$ cat config.mk
export PLATFORM = sky130hd
export DESIGN_NAME = gate_sweep_ctrl_flat
export DESIGN_NICKNAME = d
export VERILOG_FILES = /design/src/rtl/gate_sweep_if.sv /design/src/rtl/gate_sweep_ctrl.sv /design/src/flat_wrapper.sv
export SDC_FILE = /design/constraint.sdc
export NUM_CORES = 1
export LEC_CHECK = 0
export CAP_MARGIN = 0
export CORE_MARGIN = 2
export CORE_UTILIZATION = 35
export CTS_CLUSTER_DIAMETER = 50
export DETAILED_ROUTE_END_ITERATION = 16
export GPL_TIMING_DRIVEN = 0
export SLEW_MARGIN = 20
export SYNTH_ARGS = -nofsm -noshare
export SYNTH_HDL_FRONTEND = slang
export SYNTH_SLANG_ARGS = --single-unit
$ cat constraint.sdc
create_clock -name clk -period 1.8 [get_ports clk]
set_input_delay 0.54 -clock clk [delete_from_list [all_inputs] [get_ports clk]]
set_output_delay 0.54 -clock clk [all_outputs]
set_load 0.03 [all_outputs]
$ cat src/rtl/gate_sweep_if.sv
// -----------------------------------------------------------------------------
// gate_sweep_if
// Bundles the signals between the sweep controller and its environment. The
// environment is the host control registers plus the gate under test.
//   start, abort, expected : host -> controller
//   q                      : gate -> controller
//   a, b, c                : controller -> gate (vector bits 2..0)
//   busy, done, pass,
//   captured, fail_count,
//   first_fail             : controller -> host status/result
// Modports: master = host/gate side, slave = sweep controller.
// -----------------------------------------------------------------------------
interface gate_sweep_if;
  logic       start;
  logic       abort;
  logic [7:0] expected;
  logic       q;
  logic       a;
  logic       b;
  logic       c;
  logic       busy;
  logic       done;
  logic       pass;
  logic [7:0] captured;
  logic [3:0] fail_count;
  logic [2:0] first_fail;

  modport master (
    output start, abort, expected, q,
    input  a, b, c, busy, done, pass, captured, fail_count, first_fail
  );

  modport slave (
    input  start, abort, expected, q,
    output a, b, c, busy, done, pass, captured, fail_count, first_fail
  );
endinterface

$ cat src/rtl/gate_sweep_ctrl.sv
// -----------------------------------------------------------------------------
// gate_sweep_ctrl
// Clocked, self-checking sequencer for a 3-input combinational gate. On an
// accepted start it drives vectors 0..7 on {a,b,c}, holds each for
// HOLD_CYCLES clocks, samples q on the last edge of each hold and compares
// the result against a truth table latched at start.
//
// Parameters:
//   HOLD_CYCLES  : clocks each vector is held before q is sampled (1..16)
//   STOP_ON_FAIL : 1 = end the sweep at the first mismatching vector
// Ports:
//   clk  : rising-edge clock
//   rst  : asynchronous active-high reset
//   bus  : gate_sweep_if.slave (start/abort/expected/q in,
//          a/b/c, busy, done, pass, captured, fail_count, first_fail out)
// -----------------------------------------------------------------------------
module gate_sweep_ctrl #(
  parameter int unsigned HOLD_CYCLES  = 4,
  parameter bit          STOP_ON_FAIL = 1'b0
) (
  input  logic         clk,
  input  logic         rst,
  gate_sweep_if.slave  bus
);

  typedef enum logic [1:0] {
    IDLE = 2'd0,
    RUN  = 2'd1,
    DONE = 2'd2
  } state_t;

  // Terminal value of the per-vector hold counter; the edge on which the
  // counter equals this value is the sample edge.
  localparam logic [4:0] HOLD_LAST = 5'(HOLD_CYCLES - 1);

  state_t     state;
  state_t     state_next;
  logic [7:0] exp_latched;
  logic [2:0] idx;
  logic [4:0] hold_cnt;
  logic       pass_q;
  logic [7:0] captured_q;
  logic [3:0] fail_count_q;
  logic [2:0] first_fail_q;

  logic       accept;     // start taken this edge
  logic       sample;     // q is captured this edge
  logic       mismatch;   // current q disagrees with the latched reference
  logic       finish;     // this sample ends the sweep

  // ---------------------------------------------------------------------------
  // State register
  // ---------------------------------------------------------------------------
  // NOTE: sequential state is written with non-blocking assignments so every
  // register sees the pre-edge values of the others, independent of process
  // evaluation order.
  always_ff @(posedge clk or posedge rst) begin
    if (rst) begin
      state <= IDLE;
    end else begin
      state <= state_next;
    end
  end

  // ---------------------------------------------------------------------------
  // Next-state and edge-qualifier decode
  // ---------------------------------------------------------------------------
  // NOTE: every signal driven here gets a default before the case statement,
  // so no path leaves a value unassigned and no latch is inferred.
  always_comb begin
    state_next = state;
    accept     = 1'b0;
    sample     = 1'b0;
    mismatch   = (bus.q != exp_latched[idx]);
    finish     = 1'b0;

    case (state)
      IDLE: begin
        // abort blocks start, so it wins a simultaneous request.
        if (bus.start && !bus.abort) begin
          accept     = 1'b1;
          state_next = RUN;
        end
      end

      RUN: begin
        if (bus.abort) begin
          state_next = IDLE;
        end else if (hold_cnt == HOLD_LAST) begin
          sample = 1'b1;
          finish = (idx == 3'd7) || (STOP_ON_FAIL && mismatch);
          if (finish) begin
            state_next = DONE;
          end
        end
      end

      DONE: begin
        state_next = IDLE;
      end

      default: begin
        state_next = IDLE;
      end
    endcase
  end

  // ---------------------------------------------------------------------------
  // Sweep datapath: vector index, hold timer, latched reference, results
  // ---------------------------------------------------------------------------
  always_ff @(posedge clk or posedge rst) begin
    if (rst) begin
      exp_latched  <= '0;
      idx          <= '0;
      hold_cnt     <= '0;
      pass_q       <= 1'b0;
      captured_q   <= '0;
      fail_count_q <= '0;
      first_fail_q <= '0;
    end else if (accept) begin
      exp_latched  <= bus.expected;
      idx          <= '0;
      hold_cnt     <= '0;
      pass_q       <= 1'b0;
      captured_q   <= '0;
      fail_count_q <= '0;
      first_fail_q <= '0;
    end else if (state == RUN) begin
      if (bus.abort) begin
        // Partial captured/fail_count are kept for inspection.
        idx      <= '0;
        hold_cnt <= '0;
        pass_q   <= 1'b0;
      end else if (sample) begin
        captured_q[idx] <= bus.q;
        if (mismatch) begin
          fail_count_q <= fail_count_q + 4'd1;
          if (fail_count_q == 4'd0) begin
            first_fail_q <= idx;
          end
        end
        hold_cnt <= '0;
        if (finish) begin
          // Pass needs a clean, complete sweep; an early stop always fails.
          pass_q <= (fail_count_q == 4'd0) && !mismatch && (idx == 3'd7);
          idx    <= '0;
        end else begin
          idx <= idx + 3'd1;
        end
      end else begin
        hold_cnt <= hold_cnt + 5'd1;
      end
    end
  end

  // ---------------------------------------------------------------------------
  // Outputs: the gate sees the vector only while running, zero otherwise.
  // ---------------------------------------------------------------------------
  assign {bus.a, bus.b, bus.c} = (state == RUN) ? idx : 3'b000;
  assign bus.busy              = (state == RUN);
  assign bus.done              = (state == DONE);
  assign bus.pass              = pass_q;
  assign bus.captured          = captured_q;
  assign bus.fail_count        = fail_count_q;
  assign bus.first_fail        = first_fail_q;

endmodule

$ cat src/flat_wrapper.sv
// flat-port wrapper written by rule: the top's interface ports become plain ports
module gate_sweep_ctrl_flat 
#(
  parameter int unsigned HOLD_CYCLES  = 4,
  parameter bit          STOP_ON_FAIL = 1'b0
)
  (clk, rst, bus_start, bus_abort, bus_expected, bus_q, bus_a, bus_b, bus_c, bus_busy, bus_done, bus_pass, bus_captured, bus_fail_count, bus_first_fail);
  gate_sweep_if bus_i ();
  input  logic clk;
  input  logic rst;
  input wire logic [$bits(bus_i.start)-1:0] bus_start;
  input wire logic [$bits(bus_i.abort)-1:0] bus_abort;
  input wire logic [$bits(bus_i.expected)-1:0] bus_expected;
  input wire logic [$bits(bus_i.q)-1:0] bus_q;
  output wire logic [$bits(bus_i.a)-1:0] bus_a;
  output wire logic [$bits(bus_i.b)-1:0] bus_b;
  output wire logic [$bits(bus_i.c)-1:0] bus_c;
  output wire logic [$bits(bus_i.busy)-1:0] bus_busy;
  output wire logic [$bits(bus_i.done)-1:0] bus_done;
  output wire logic [$bits(bus_i.pass)-1:0] bus_pass;
  output wire logic [$bits(bus_i.captured)-1:0] bus_captured;
  output wire logic [$bits(bus_i.fail_count)-1:0] bus_fail_count;
  output wire logic [$bits(bus_i.first_fail)-1:0] bus_first_fail;
  assign bus_i.start = bus_start;
  assign bus_i.abort = bus_abort;
  assign bus_i.expected = bus_expected;
  assign bus_i.q = bus_q;
  assign bus_a = bus_i.a;
  assign bus_b = bus_i.b;
  assign bus_c = bus_i.c;
  assign bus_busy = bus_i.busy;
  assign bus_done = bus_i.done;
  assign bus_pass = bus_i.pass;
  assign bus_captured = bus_i.captured;
  assign bus_fail_count = bus_i.fail_count;
  assign bus_first_fail = bus_i.first_fail;
  gate_sweep_ctrl #(.HOLD_CYCLES(HOLD_CYCLES), .STOP_ON_FAIL(STOP_ON_FAIL)) u_core (.clk(clk), .rst(rst), .bus(bus_i));
endmodule
### Word level (Yosys, flattened, before mapping)

Cells that the tools add are included.

* bits in registers: 34
* bits of input ports: 13
* output and inout bits: 21
* logic and storage cells: 90

* $add $sub $neg: 3
* magnitude comparators: 2
* eq/ne operators: 9
* multiplexer cells: 48
* reductions and logical operators: 20

Operator list (count)
* $mux 3: 12
* $mux 8: 4
* $mux 4: 5
* $mux 5: 4
* $mux 1: 15
* $reduce_and 3->1: 3
* $bwmux 8: 1
* $mux 2: 4
* $reduce_bool 2->1: 4
* $ne 3x2->1 const B: 2
* $reduce_bool 3->1: 2
* $add 5x1->5 const B: 1
* $eq 5x2->1 const B: 1
* $reduce_and 5->1: 1
* $add 4x1->4 const B: 1
* $logic_and 1x1->1: 4
* $logic_not 4->1: 1
* $lt 3x4->1 const B: 1
* $ne 2x1->1 const B: 2
* $pmux 2 s2: 1
* $reduce_and 4->1: 1
* $add 3x1->3 const B: 1
* $bmux 1 s3: 1
* $demux 1 s3: 1
* 8 further kinds: 9

### Longest topological paths before layout

* depth after elaboration: 11
* gate-level depth with buffers: 6
* mapped depth without buffers: 6

### Worst setup path before layout

No wires, ideal clock.

* path type: flip-flop to flip-flop
* start: register u_core.idx[0]
* end: register u_core.fail_count_q[1] (netlist: u_core.bus.fail_count[1])
* setup time: 0.128 ns
* arrival time: 1.850 ns
* data required time: 1.672 ns
* slack: -0.177 ns
* stages on the path, launching flop included: 5
* path buffers: 0
* clock period less this slack: 1.977 ns
* path through: dfrtp_1 mux4_1 mux2_4 mux2i_2 mux2_1

* cells in the longest elaborated chain, start to end: 5

Ends and longest elaborated chain
* start, declared: RTL line gate_sweep_ctrl.sv:39 `logic [2:0] idx;`
* start signal, assigned: RTL line gate_sweep_ctrl.sv:148 `idx <= idx + 3'd1;`
* $bmux 1 s3: RTL line gate_sweep_ctrl.sv:74 `mismatch = (bus.q != exp_latched[idx]);`
* $mux 1 (not written as such): RTL line gate_sweep_ctrl.sv:74
* $ne 1x1->1: RTL line gate_sweep_ctrl.sv:74
* $reduce_bool 2->1 (no line)
* $reduce_and 4->1 (no line)
* end signal, assigned: RTL line gate_sweep_ctrl.sv:137 `fail_count_q <= fail_count_q + 4'd1;`
* end, declared: RTL line gate_sweep_ctrl.sv:43 `logic [3:0] fail_count_q;`

Every way passes these cells. The select of a mux whose other input is x is not followed.
A chain may end at the register's enable or synchronous reset.

### Worst setup path after layout

Same ends and word-level chain as after synthesis.

==> impl_results.md <==
- Ports: 34
- Hold path startpoint: u_core.exp_latched[4]
- Synth area leaders: dfrtp_1 46%, mux2i_1 9.7%, nand2_1 7.9%, nor2_1 3.4%, ha_1 3.4%
- CP Class: reg -> reg
- Yosys cell types: 40
- Number of buffers created by CTS: 5
- CP Launch Type: register
- Ant diodes: 0
- All-Layer GR Usage: 15.91%
- Initial Util: a little over a third
- GR Overflow Total: 0
- Gpl congestion: approximately 0.8
- Metal2 WL: ~2100 microns
- DRC: 0
- Reg2Reg Setup Slack: -0.09 ns
- Pre-CTS setup slack: -0.9168 ns
- Initial antenna violation count: 0
- Status: complete, but fails checks
- Min cycle time layout: about 1.9 ns
- Synth Warn #: 0
- First-pass DRT Iterations: 4
- Die height: between 70 and 80 microns
- Post-DP HPWL: 2844 microns
- Worst Reg-to-Reg Cells: 4
- First DRT Iteration DRCs: ~100
- Max Slew Vio Count: 0
- Worst R2R End: u_core.bus.fail_count[1]
- #FFs+latches synth: 34
- Main flop type after synthesis: dfrtp_1
- Die area: between 0.005 and 0.006 sq mm
- DR WL/cell: ~14 microns
- Hold WC Path Type: reg -> reg
- Vias after detailed routing: around 1,600
- CP endpoint: u_core.bus.fail_count[1]
- Remaining antenna violation count: 0
- Max-Cap Viols: 0
- Reg2reg start: u_core.idx[0]
- Post-route non-filler standard cell count: 313
- First-pass GRT wire length: ~7500 microns
- FP Rows: 26
- Routed WL: roughly 4300 microns
- H-tree Lvls: 2
- Share of layout cells above drive strength 1: a little under a third
- Worst Skew: roughly 0.0047 ns
- Synth async-reset ratio: 100.0%
- Area leader, netlist: dfrtp_1
- Final Hold Fails: 0
- Failing checks: negative setup slack
- LEAKAGE: between 0.001 and 0.0015 uW
- Root buffer cell: clkbuf_8
- Fillers: roughly 490
- Clock-pin slew on the worst setup and hold paths: approximately 0.070 ns
- Worst Path Required: ~2.0 ns
- CP Max Fanout: 4
- Largest net degree at the start of global routing: 35
- Area grow syn2layout: 42.66%
- Core area: ~0.005 sq mm
- Die X: roughly 77 microns
- Part of the cycle the worst path needs: 104.8%
- RSZ-0062 raised after global routing: yes
- CTS Hold Bufs: 0
- Critical Path End Type: register
- Synth Cell Area: roughly 0.0019 sq mm
- Metal1 wirelength: 1895 microns
- Latest clock arrival within the worst-skew pair: around 0.28 ns
- Setup ws final: -0.08636 ns
- EDFF count, synth: 0
- Seq/Total Area, Yosys: approximately 46%
- Cell area power density: around 830 mW/mm^2
- Slew Limit Headroom: a little over half
- Max IR drop VDD: about 0.0006 V
- Final setup violation count: 10
- Mapped Nets: 206
- Setup TNS Final: -0.3356 ns
- Area share of the largest cell type after synthesis: 45.98%
- Clk sink count: 34
- Placed insts: roughly 290
- Highest metal used: met4
- Synth Instances: approximately 190
- Avg Cell Area, Syn: just under 10 sq um
- CP arrival: a little over 2 ns
- Vias in the first global route: 1,597
- CTS tree: built
- Max Buffers Root-to-Sink: 2
- Input/output buffers: 33
- Slew @ Worst Pin: ~0.71 ns
- Met3 WL: between 200 and 300 microns
- Vias per cell: 4.971
- Peak Freq: around 0.53 GHz
- Nets: 260
- Worst Setup SP: u_core.idx[0]
## report_power, final
part           switching, uW  total, uW  internal, uW  leakage, uW
clock network            272        580           309    0.0000482
registers               78.0        918           841     0.000452
logic                    352        702           350     0.000796
total                    702       2200          1500      0.00130
## worst min-delay path by stage
stage / cells after the start / to / slack [ns]
6_report: 2 / u_core.exp_latched[4] / 0.47
5_1_grt: 2 / u_core.exp_latched[7] / 0.50
4_1_cts: 2 / u_core.exp_latched[2] / 0.48
3_5_place_dp: 2 / u_core.exp_latched[2] / 0.46
3_3_place_gp: 2 / u_core.exp_latched[7] / 0.46
2_1_floorplan: 2 / u_core.exp_latched[2] / 0.44
## through the flow
stage | hold slack [ns] | utilization [%] | cell area [sq um] | power [uW]
4_1_cts | 0.4773 | 49.58 | 2532 | 2178
3_5_place_dp | 0.4598 | 44.83 | 2290 | 1440
2_1_floorplan | 0.4403 | - | 1872 | 1285
5_1_grt | 0.4993 | 51.69 | 2640 | 2320
3_3_place_gp | 0.4595 | 44.83 | 2290 | 1434
6_report | 0.4746 | 51.69 | 2640 | 2201
## cells by family (layout without fill, tap and decap cells)
| kind of cell | after synthesis | in the layout | share of synthesized area [%] |
|---|---|---|---|
| AOI/OAI and AO/OA | 10 | 10 | 3.584 |
| xor gates and xnor gates | 4 | 4 | 1.894 |
| adders and majority gates | 5 | 5 | 3.381 |
| buffers and inverters | 19 | 74 | 4.733 |
| DFF | 34 | 34 | 45.98 |
| muxes | 24 | 24 | 15.55 |
| and+or+nand+nor | 92 | 92 | 24.88 |
## cells in the mapped netlist (all sizes together) (4+ instances only)
cell type,number
nor2,17
o21ai,4
inv,8
nand4,7
nand2,39
nand3,7
dfrtp,34
clkbuf,8
mux2i,19
ha,5
## cell usage in the layout, fill, tap and decap left out, types with 5 or more instances in the layout
master | netlist | final
buf_4 | 1 | 13
buf_6 | 1 | 11
clkbuf_8 | 0 | 7
clkdlybuf4s50_1 | 0 | 11
dfrtp_1 | 34 | 30
dlygate4sd2_1 | 0 | 16
inv_1 | 8 | 5
mux2i_1 | 18 | 16
nand2_1 | 39 | 39
nand3_1 | 7 | 6
nand4_1 | 7 | 7
nor2_1 | 17 | 15
## registers in the layout (all words and copies together) (netlist names)
name and cells:
u_core.bus.captured 8, u_core.bus.fail_count 4, u_core.bus.first_fail 3, u_core.bus.pass 1
u_core.exp_latched 8, u_core.hold_cnt 5, u_core.idx 3, u_core.state 2
## layer usage
layer | vias up | global-route usage (%)
li1 | 758 | -
met1 | 750 | 19.94
met2 | 44 | 27.63
met3 | 4 | 2.706
met4 | 0 | 5.455
met5 | - | 0
## repair_timing
action | 4_1_cts | 5_1_grt
resized for setup | 72 | 29
endpoints found under the setup margin | 54 | 26
pin swaps | 3 | 4
setup buffers | 11 | 5
cloned | 0 | 1
## worst max-delay path: stages, from the launching register on
cell and delay [ns]:
dfrtp_2 0.40, mux4_2 0.50, mux2_4 0.34, mux2i_4 0.22
mux2_4 0.31
## cell type report
| type | instances | area, sq um | share of cell area (%) |
|---|---|---|---|
| multi-input combinational | 135 | 1045 | 39.57 |
| sequential | 34 | 855.8 | 32.42 |
| timing repair buffer | 50 | 451.7 | 17.11 |
| tap | 70 | 87.58 | 3.318 |
| clock buffer | 7 | 86.33 | 3.270 |
| buffer | 8 | 75.07 | 2.844 |
| inverter | 8 | 33.78 | 1.280 |
| clock inverter | 1 | 5.005 | 0.1896 |
Power figures use the tool's default switching activity.
